`src/rtl/chaos_pkg.sv`:
```
// rtl/chaos_pkg.sv - shared state encoding and width defaults for the chaotic S-box generator
package chaos_pkg;

  typedef enum logic [2:0] {
    IDLE,
    WARMUP,
    HARVEST,
    PROBE,
    DONE
  } state_t;

  localparam int SBOX_W_DEFAULT   = 8;
  localparam int FRAC_W_DEFAULT   = 16;
  localparam int R_W_DEFAULT      = 16;
  localparam int WARMUP_N_DEFAULT = 64;

  // r = 0xFFFF in Q2.14 is just under 4.0, the fully chaotic end of the map
  localparam logic [15:0] R_Q_DEFAULT = 16'hFFFF;

endpackage

```
`src/rtl/logistic_step.sv`:
```
// rtl/logistic_step.sv - one combinational fixed-point logistic map step y = r*x*(1-x)
module logistic_step
  import chaos_pkg::*;
#(
  parameter int FRAC_W = FRAC_W_DEFAULT,
  parameter int R_W    = R_W_DEFAULT
) (
  input  logic [FRAC_W-1:0] x,
  input  logic [R_W-1:0]    r,
  input  logic [FRAC_W-1:0] seed_q,
  output logic [FRAC_W-1:0] y
);

  localparam int PW = 2*FRAC_W + 1;
  localparam int YW = FRAC_W + 1 + R_W;

  logic [FRAC_W:0] om;
  logic [PW-1:0]   xo;
  logic [FRAC_W:0] p;
  logic [YW-1:0]   pr;
  logic [YW-1:0]   ys;

  always_comb begin
    om = {1'b1, {FRAC_W{1'b0}}} - {1'b0, x};
    xo = {{(FRAC_W+1){1'b0}}, x} * {{FRAC_W{1'b0}}, om};
    p  = (FRAC_W+1)'(xo >> FRAC_W);
    pr = {{R_W{1'b0}}, p} * {{(FRAC_W+1){1'b0}}, r};
    ys = pr >> (R_W-2);
    // zero is a fixed point of the map; fall back to the seed to keep iterating
    if (ys[YW-1:FRAC_W] != '0)
      y = '1;
    else if (ys[FRAC_W-1:0] == '0)
      y = seed_q;
    else
      y = ys[FRAC_W-1:0];
  end

endmodule

```
`src/rtl/chaos_sbox_gen.sv`:
```
// rtl/chaos_sbox_gen.sv - key-seeded bijective S-box builder; INV_SBOX_EN adds the inverse table
module chaos_sbox_gen
  import chaos_pkg::*;
#(
  parameter int SBOX_W   = SBOX_W_DEFAULT,
  parameter int FRAC_W   = FRAC_W_DEFAULT,
  parameter int R_W      = R_W_DEFAULT,
  parameter int WARMUP_N = WARMUP_N_DEFAULT
) (
  input  logic              clk,
  input  logic              rst,
  input  logic              start,
  input  logic [FRAC_W-1:0] seed,
  input  logic [R_W-1:0]    r_param,
  output logic              busy,
  output logic              done_sbox,
  input  logic [SBOX_W-1:0] rd_addr,
`ifdef INV_SBOX_EN
  output logic [SBOX_W-1:0] inv_rd_data,
`endif
  output logic [SBOX_W-1:0] rd_data
);

  localparam int N     = 1 << SBOX_W;
  localparam int CNT_W = $clog2(WARMUP_N + 1);

  state_t state, state_nx;

  logic [FRAC_W-1:0] x, seed_q, fx;
  logic [R_W-1:0]    r_q;
  logic [SBOX_W-1:0] idx, p_cand, cand, wr_val;
  logic [N-1:0]      used;
  logic [CNT_W-1:0]  cnt;
  logic              wr_en;

  logic [SBOX_W-1:0] sbox_mem [N];
`ifdef INV_SBOX_EN
  logic [SBOX_W-1:0] inv_mem [N];
`endif

  logistic_step #(.FRAC_W(FRAC_W), .R_W(R_W)) u_step (
    .x      (x),
    .r      (r_q),
    .seed_q (seed_q),
    .y      (fx)
  );

  always_ff @(posedge clk or negedge rst) begin
    if (!rst) state <= IDLE;
    else      state <= state_nx;
  end

  always_comb begin
    state_nx = state;
    cand     = x[FRAC_W-1 -: SBOX_W];
    wr_en    = 1'b0;
    wr_val   = cand;
    case (state)
      IDLE:    if (start) state_nx = WARMUP;
      WARMUP:  if (cnt == CNT_W'(WARMUP_N - 1)) state_nx = HARVEST;
      HARVEST: begin
        wr_en = !used[cand];
        if (!wr_en)       state_nx = PROBE;
        else if (idx == '1) state_nx = DONE;
      end
      PROBE: begin
        wr_val = p_cand;
        wr_en  = !used[p_cand];
        if (wr_en) state_nx = (idx == '1) ? DONE : HARVEST;
      end
      DONE:    state_nx = IDLE;
      default: state_nx = IDLE;
    endcase
  end

  always_ff @(posedge clk or negedge rst) begin
    if (!rst) begin
      x         <= '0;
      seed_q    <= '0;
      r_q       <= R_W'(R_Q_DEFAULT);
      idx       <= '0;
      p_cand    <= '0;
      used      <= '0;
      cnt       <= '0;
      busy      <= 1'b0;
      done_sbox <= 1'b0;
    end else begin
      case (state)
        IDLE: if (start) begin
          seed_q    <= seed | FRAC_W'(1);
          r_q       <= r_param;
          x         <= seed | FRAC_W'(1);
          used      <= '0;
          idx       <= '0;
          cnt       <= '0;
          busy      <= 1'b1;
          done_sbox <= 1'b0;
        end
        WARMUP: begin
          x   <= fx;
          cnt <= cnt + 1'b1;
        end
        HARVEST: begin
          x <= fx;
          if (!wr_en) p_cand <= cand + 1'b1;
        end
        PROBE: if (!wr_en) p_cand <= p_cand + 1'b1;
        DONE: begin
          busy      <= 1'b0;
          done_sbox <= 1'b1;
        end
        default: ;
      endcase
      if (wr_en) begin
        used[wr_val] <= 1'b1;
        idx          <= idx + 1'b1;
      end
    end
  end

  // table storage is deliberately unreset; the used bitmap alone tracks validity
  always_ff @(posedge clk) begin
    if (wr_en) begin
      sbox_mem[idx] <= wr_val;
`ifdef INV_SBOX_EN
      inv_mem[wr_val] <= idx;
`endif
    end
  end

  always_ff @(posedge clk or negedge rst) begin
    if (!rst) begin
      rd_data <= '0;
`ifdef INV_SBOX_EN
      inv_rd_data <= '0;
`endif
    end else begin
      rd_data <= done_sbox ? sbox_mem[rd_addr] : '0;
`ifdef INV_SBOX_EN
      inv_rd_data <= done_sbox ? inv_mem[rd_addr] : '0;
`endif
    end
  end

endmodule

```
`config.mk`:
```
export PLATFORM = sky130hd
export DESIGN_NAME = chaos_sbox_gen
export DESIGN_NICKNAME = d
export VERILOG_FILES = /design/src/rtl/chaos_pkg.sv /design/src/rtl/logistic_step.sv /design/src/rtl/chaos_sbox_gen.sv
export SDC_FILE = /design/constraint.sdc
export NUM_CORES = 2
export LEC_CHECK = 0
export CAP_MARGIN = 5
export CORE_MARGIN = 2
export CORE_UTILIZATION = 65
export CTS_CLUSTER_DIAMETER = 30
export CTS_CLUSTER_SIZE = 10
export DETAILED_ROUTE_END_ITERATION = 10
export GPL_ROUTABILITY_DRIVEN = 0
export GPL_TIMING_DRIVEN = 0
export PLACE_DENSITY = 0.81
export SYNTH_ARGS = -nofsm -noshare
export SYNTH_HDL_FRONTEND = slang
export SYNTH_SLANG_ARGS = --single-unit
```
`constraint.sdc`:
```
create_clock -name clk -period 35.3 [get_ports clk]
set_input_delay 10.59 -clock clk [delete_from_list [all_inputs] [get_ports clk]]
set_output_delay 10.59 -clock clk [all_outputs]
set_load 0.05 [all_outputs]
```
==> metrics.md <==
| Metric | Value |
|---|---|
| Startpoint types | register |
| Critical-path maximum fanout | 10 |
| CTS tree | done |
| Worst path arrival time | 20340 ps |
| Post-cts gate resize count | 0 |
| Critical-path top delay cell | clkbuf_1 |
| CTS sink cnt | 2388 |
| Post-synth top area share | 53.9% |
| FF/Latch Area | 70000 sq um |
| Max_slew headroom | -7.57% |
| Hold Path Stages | 1 |
| Overflow after GRT | 0 |
| Syn_area_per_cell | 16.9 sq um |
| Critical path required time | 36120 ps |
| Worst Skew | 148 ps |
| Leading area contributor after synthesis | edfxtp_1 |
| Ys async rst share | 14.2% |
| # setup viols final | 0 |
| Failing checks | capacitance limit, slew limit |
| Worst min path class | reg -> reg |
| Final period utilization | 55.3% |
| WL final | 406000 microns |
| Fin crit period | 19520 ps |
| Total GRT Usage | 46.3% |
| Via Count | 74400 |
| Share of cells above drive strength 1 | 21.4% |
| Post-DP HPWL | 212000 microns |
| Layout area overhead | 15.6% |
| Vias in the first global route | 74800 |
| Number of synthesized register bits | 2388 |
| Crit Path Class | reg -> reg |
| Synth Flop Type | edfxtp_1 |
| Nets@finish | 7927 |
| Via density | 7.51 |
| Cts hold-fix bufs | 0 |
| Multi-input gate area | 40600 sq um |
| MaxCap Viol Count | 7 |
| I/O pins | 53 |
| Wire length per cell | 40.9 microns |
| Delay of the slowest critical-path stage | 760 ps |
| Most frequent CP cell | fa_1 |
| CTS root buf | clkbuf_16 |
| Worst Tran Pin Value | 1610 ps |
| Clk slew on worst S/H paths | 50 ps |
| Initial antenna violation count | 61 |
| Post-synthesis sequential area ratio | 61.4% |
| RSZ-0062 raised after global routing | false |
| Largest cells by area after synthesis | edfxtp_1 54%, mux4_2 17%, fa_1 7.3% |
| Full die area | 179000 sq um |
| Post-synthesis cell type count | 72 |
| Final setup TNS | 0 ps |
| Initial Util | 65.5% |
| Die Wd | 423 microns |
| Global-route wire length before repair | 573000 microns |
| Chip height | 423 microns |
| Post-route DRC violation count | 0 |
| Initial DRC count | 13400 |
| Post-Syn Instances | 6738 |
| Clk buf depth | 4 |
| Number of fill cells in the layout | 8950 |
| Cells on worst reg2reg path | 54 |
| Synth warn | 0 |
| Total CTS buffers | 417 |
| CP endpoint kind | register |
| Peak Freq | 51.2 MHz |
| Number of synthesized flops with an enable pin | 2048 |
| R2R Setup Slk | 15780 ps |
| Largest net degree at the start of global routing | 166 |
| Status | finished, violations left |
| Input/output buffers | 44 |
| Final slew viol count | 54 |
| Core ar. | 174000 sq um |
| Detailed Routing Iterations Pass 1 | 6 |
| Antenna Nets Post-Route | 0 |
| Post-CTS setup buffer count | 0 |
| Skew-Pair Late Insertion Delay | 1060 ps |
| Num rows | 153 |
| Mapped cell area | 114000 sq um |
| H-tree levels | 5 |
| Final Hold Fails | 0 |
[critical path, delay by kind of cell, from the launching register on]
| kind | cells | cell delay, ps |
|---|---|---|
| flip-flops | 1 | 500 |
| buffers and inverters | 12 | 4720 |
| AND/OR/NAND/NOR | 13 | 2780 |
| adder cells (fa/ha/maj) | 15 | 7140 |
| AO/OA/AOI/OAI | 13 | 3580 |
| XOR/XNOR | 1 | 600 |
[synth_stat cells (8+ instances only)]
master / count
a211oi_1: 8
a21o_1: 18
a21oi_1: 62
a22o_1: 105
a31oi_1: 14
and2_1: 175
and3_1: 12
buf_1: 69
buf_2: 30
buf_6: 13
clkbuf_1: 294
dfrtp_1: 324
dfstp_2: 16
edfxtp_1: 2048
fa_1: 414
ha_1: 231
inv_1: 496
mux2i_1: 17
mux4_2: 848
nand2_1: 525
nand2b_1: 119
nand3_1: 42
nand4_1: 23
nor2_1: 367
nor2b_1: 97
nor3_1: 20
o21ai_0: 153
o21ai_1: 33
o21bai_1: 10
o31ai_1: 20
or2_2: 9
or3_1: 14
xnor2_1: 26
xor2_1: 14
[final timing paths]
path | startpoint | to
setup reg to reg | x[9]$_DFFE_PN0P_ | x[9]$_DFFE_PN0P_
hold reg to reg | seed_q[0]$_DFFE_PN0P_ | seed_q[0]$_DFFE_PN0P_
hold / removal | seed_q[0]$_DFFE_PN0P_ | seed_q[0]$_DFFE_PN0P_
min in group asynchronous | rst | idx[4]$_DFFE_PN0P_
setup / recovery | x[9]$_DFFE_PN0P_ | x[9]$_DFFE_PN0P_
max in group asynchronous | rst | r_q[10]$_DFFE_PN1P_
[area by class of cell]
type	count	area share [%]
inverters	498	1.45
flip-flops and latches	2388	53.1
diodes	34	0.0645
repair buffers	70	0.804
clock buffers	485	8.26
well taps	2325	2.21
clock inverters	253	2.07
multi-input cells	3455	30.8
plain buffers	409	1.29
[per-stage QoR]
stage	instance area (sq um)	util (%)	setup slack [ps]	hold WS (ps)	std cells
final	132000	75.7	15780	480	9917
after global routing	132000	75.7	15050	513	9887
after detailed placement	118000	67.7	16340	463	9137
after global placement	117000	67.4	8230	453	9119
after floorplan	114000	-	20590	435	6750
after CTS	132000	75.6	16240	475	9875
[flip-flops by register name (all words and copies together) (netlist names)]
| name | count |
|---|---|
| p_cand | 8 |
| sbox_mem | 2048 |
| r_q | 16 |
| cnt | 7 |
| seed_q | 16 |
| x | 16 |
| state | 3 |
| busy | 1 |
| idx | 8 |
| rd_data | 8 |
| done_sbox | 1 |
| used | 256 |
[layer usage]
layer	up-vias	part of all wire (%)	GRT usage [%]
li1	26600	-	-
met1	37000	29	52.8
met2	8237	46	70.1
met3	2596	13	15.7
met4	50	12	40.6
met5	-	0.11	0.376
[layout by cell type (no fill, tap or decap), drive strengths merged, types with 45 or more instances in the layout]
| cell | Yosys | routed |
|---|---|---|
| clkbuf | 294 | 782 |
| mux4 | 848 | 848 |
| dfrtp | 324 | 324 |
| edfxtp | 2048 | 2048 |
| nand2b | 119 | 119 |
| inv | 496 | 524 |
| a22o | 105 | 105 |
| clkinv | 2 | 143 |
| a21oi | 62 | 62 |
| bufinv | 0 | 45 |
| o21ai | 186 | 186 |
| ha | 231 | 231 |
| nor2 | 367 | 367 |
| nand2 | 525 | 525 |
| nor2b | 97 | 97 |
| and2 | 175 | 175 |
| buf | 115 | 139 |
| fa | 414 | 414 |
[cells by family (layout without fill, tap and decap cells)]
kind of cell             Yosys count  in the layout  share of synthesized area (%)
multiplexers                     867            867                           16.9
AND/OR/NAND/NOR                 1424           1424                           5.84
adder cells (fa/ha/maj)          645            645                           9.80
buffers and inverters            907           1715                           3.11
flip-flops                      2388           2388                           61.4
XOR/XNOR                          40             40                          0.307
other                              2             48                        0.00658
AO/OA/AOI/OAI                    465            465                           2.65
Power is not shown: default switching activity piles up to over one toggle a cycle in this logic, so the estimate is an artifact.
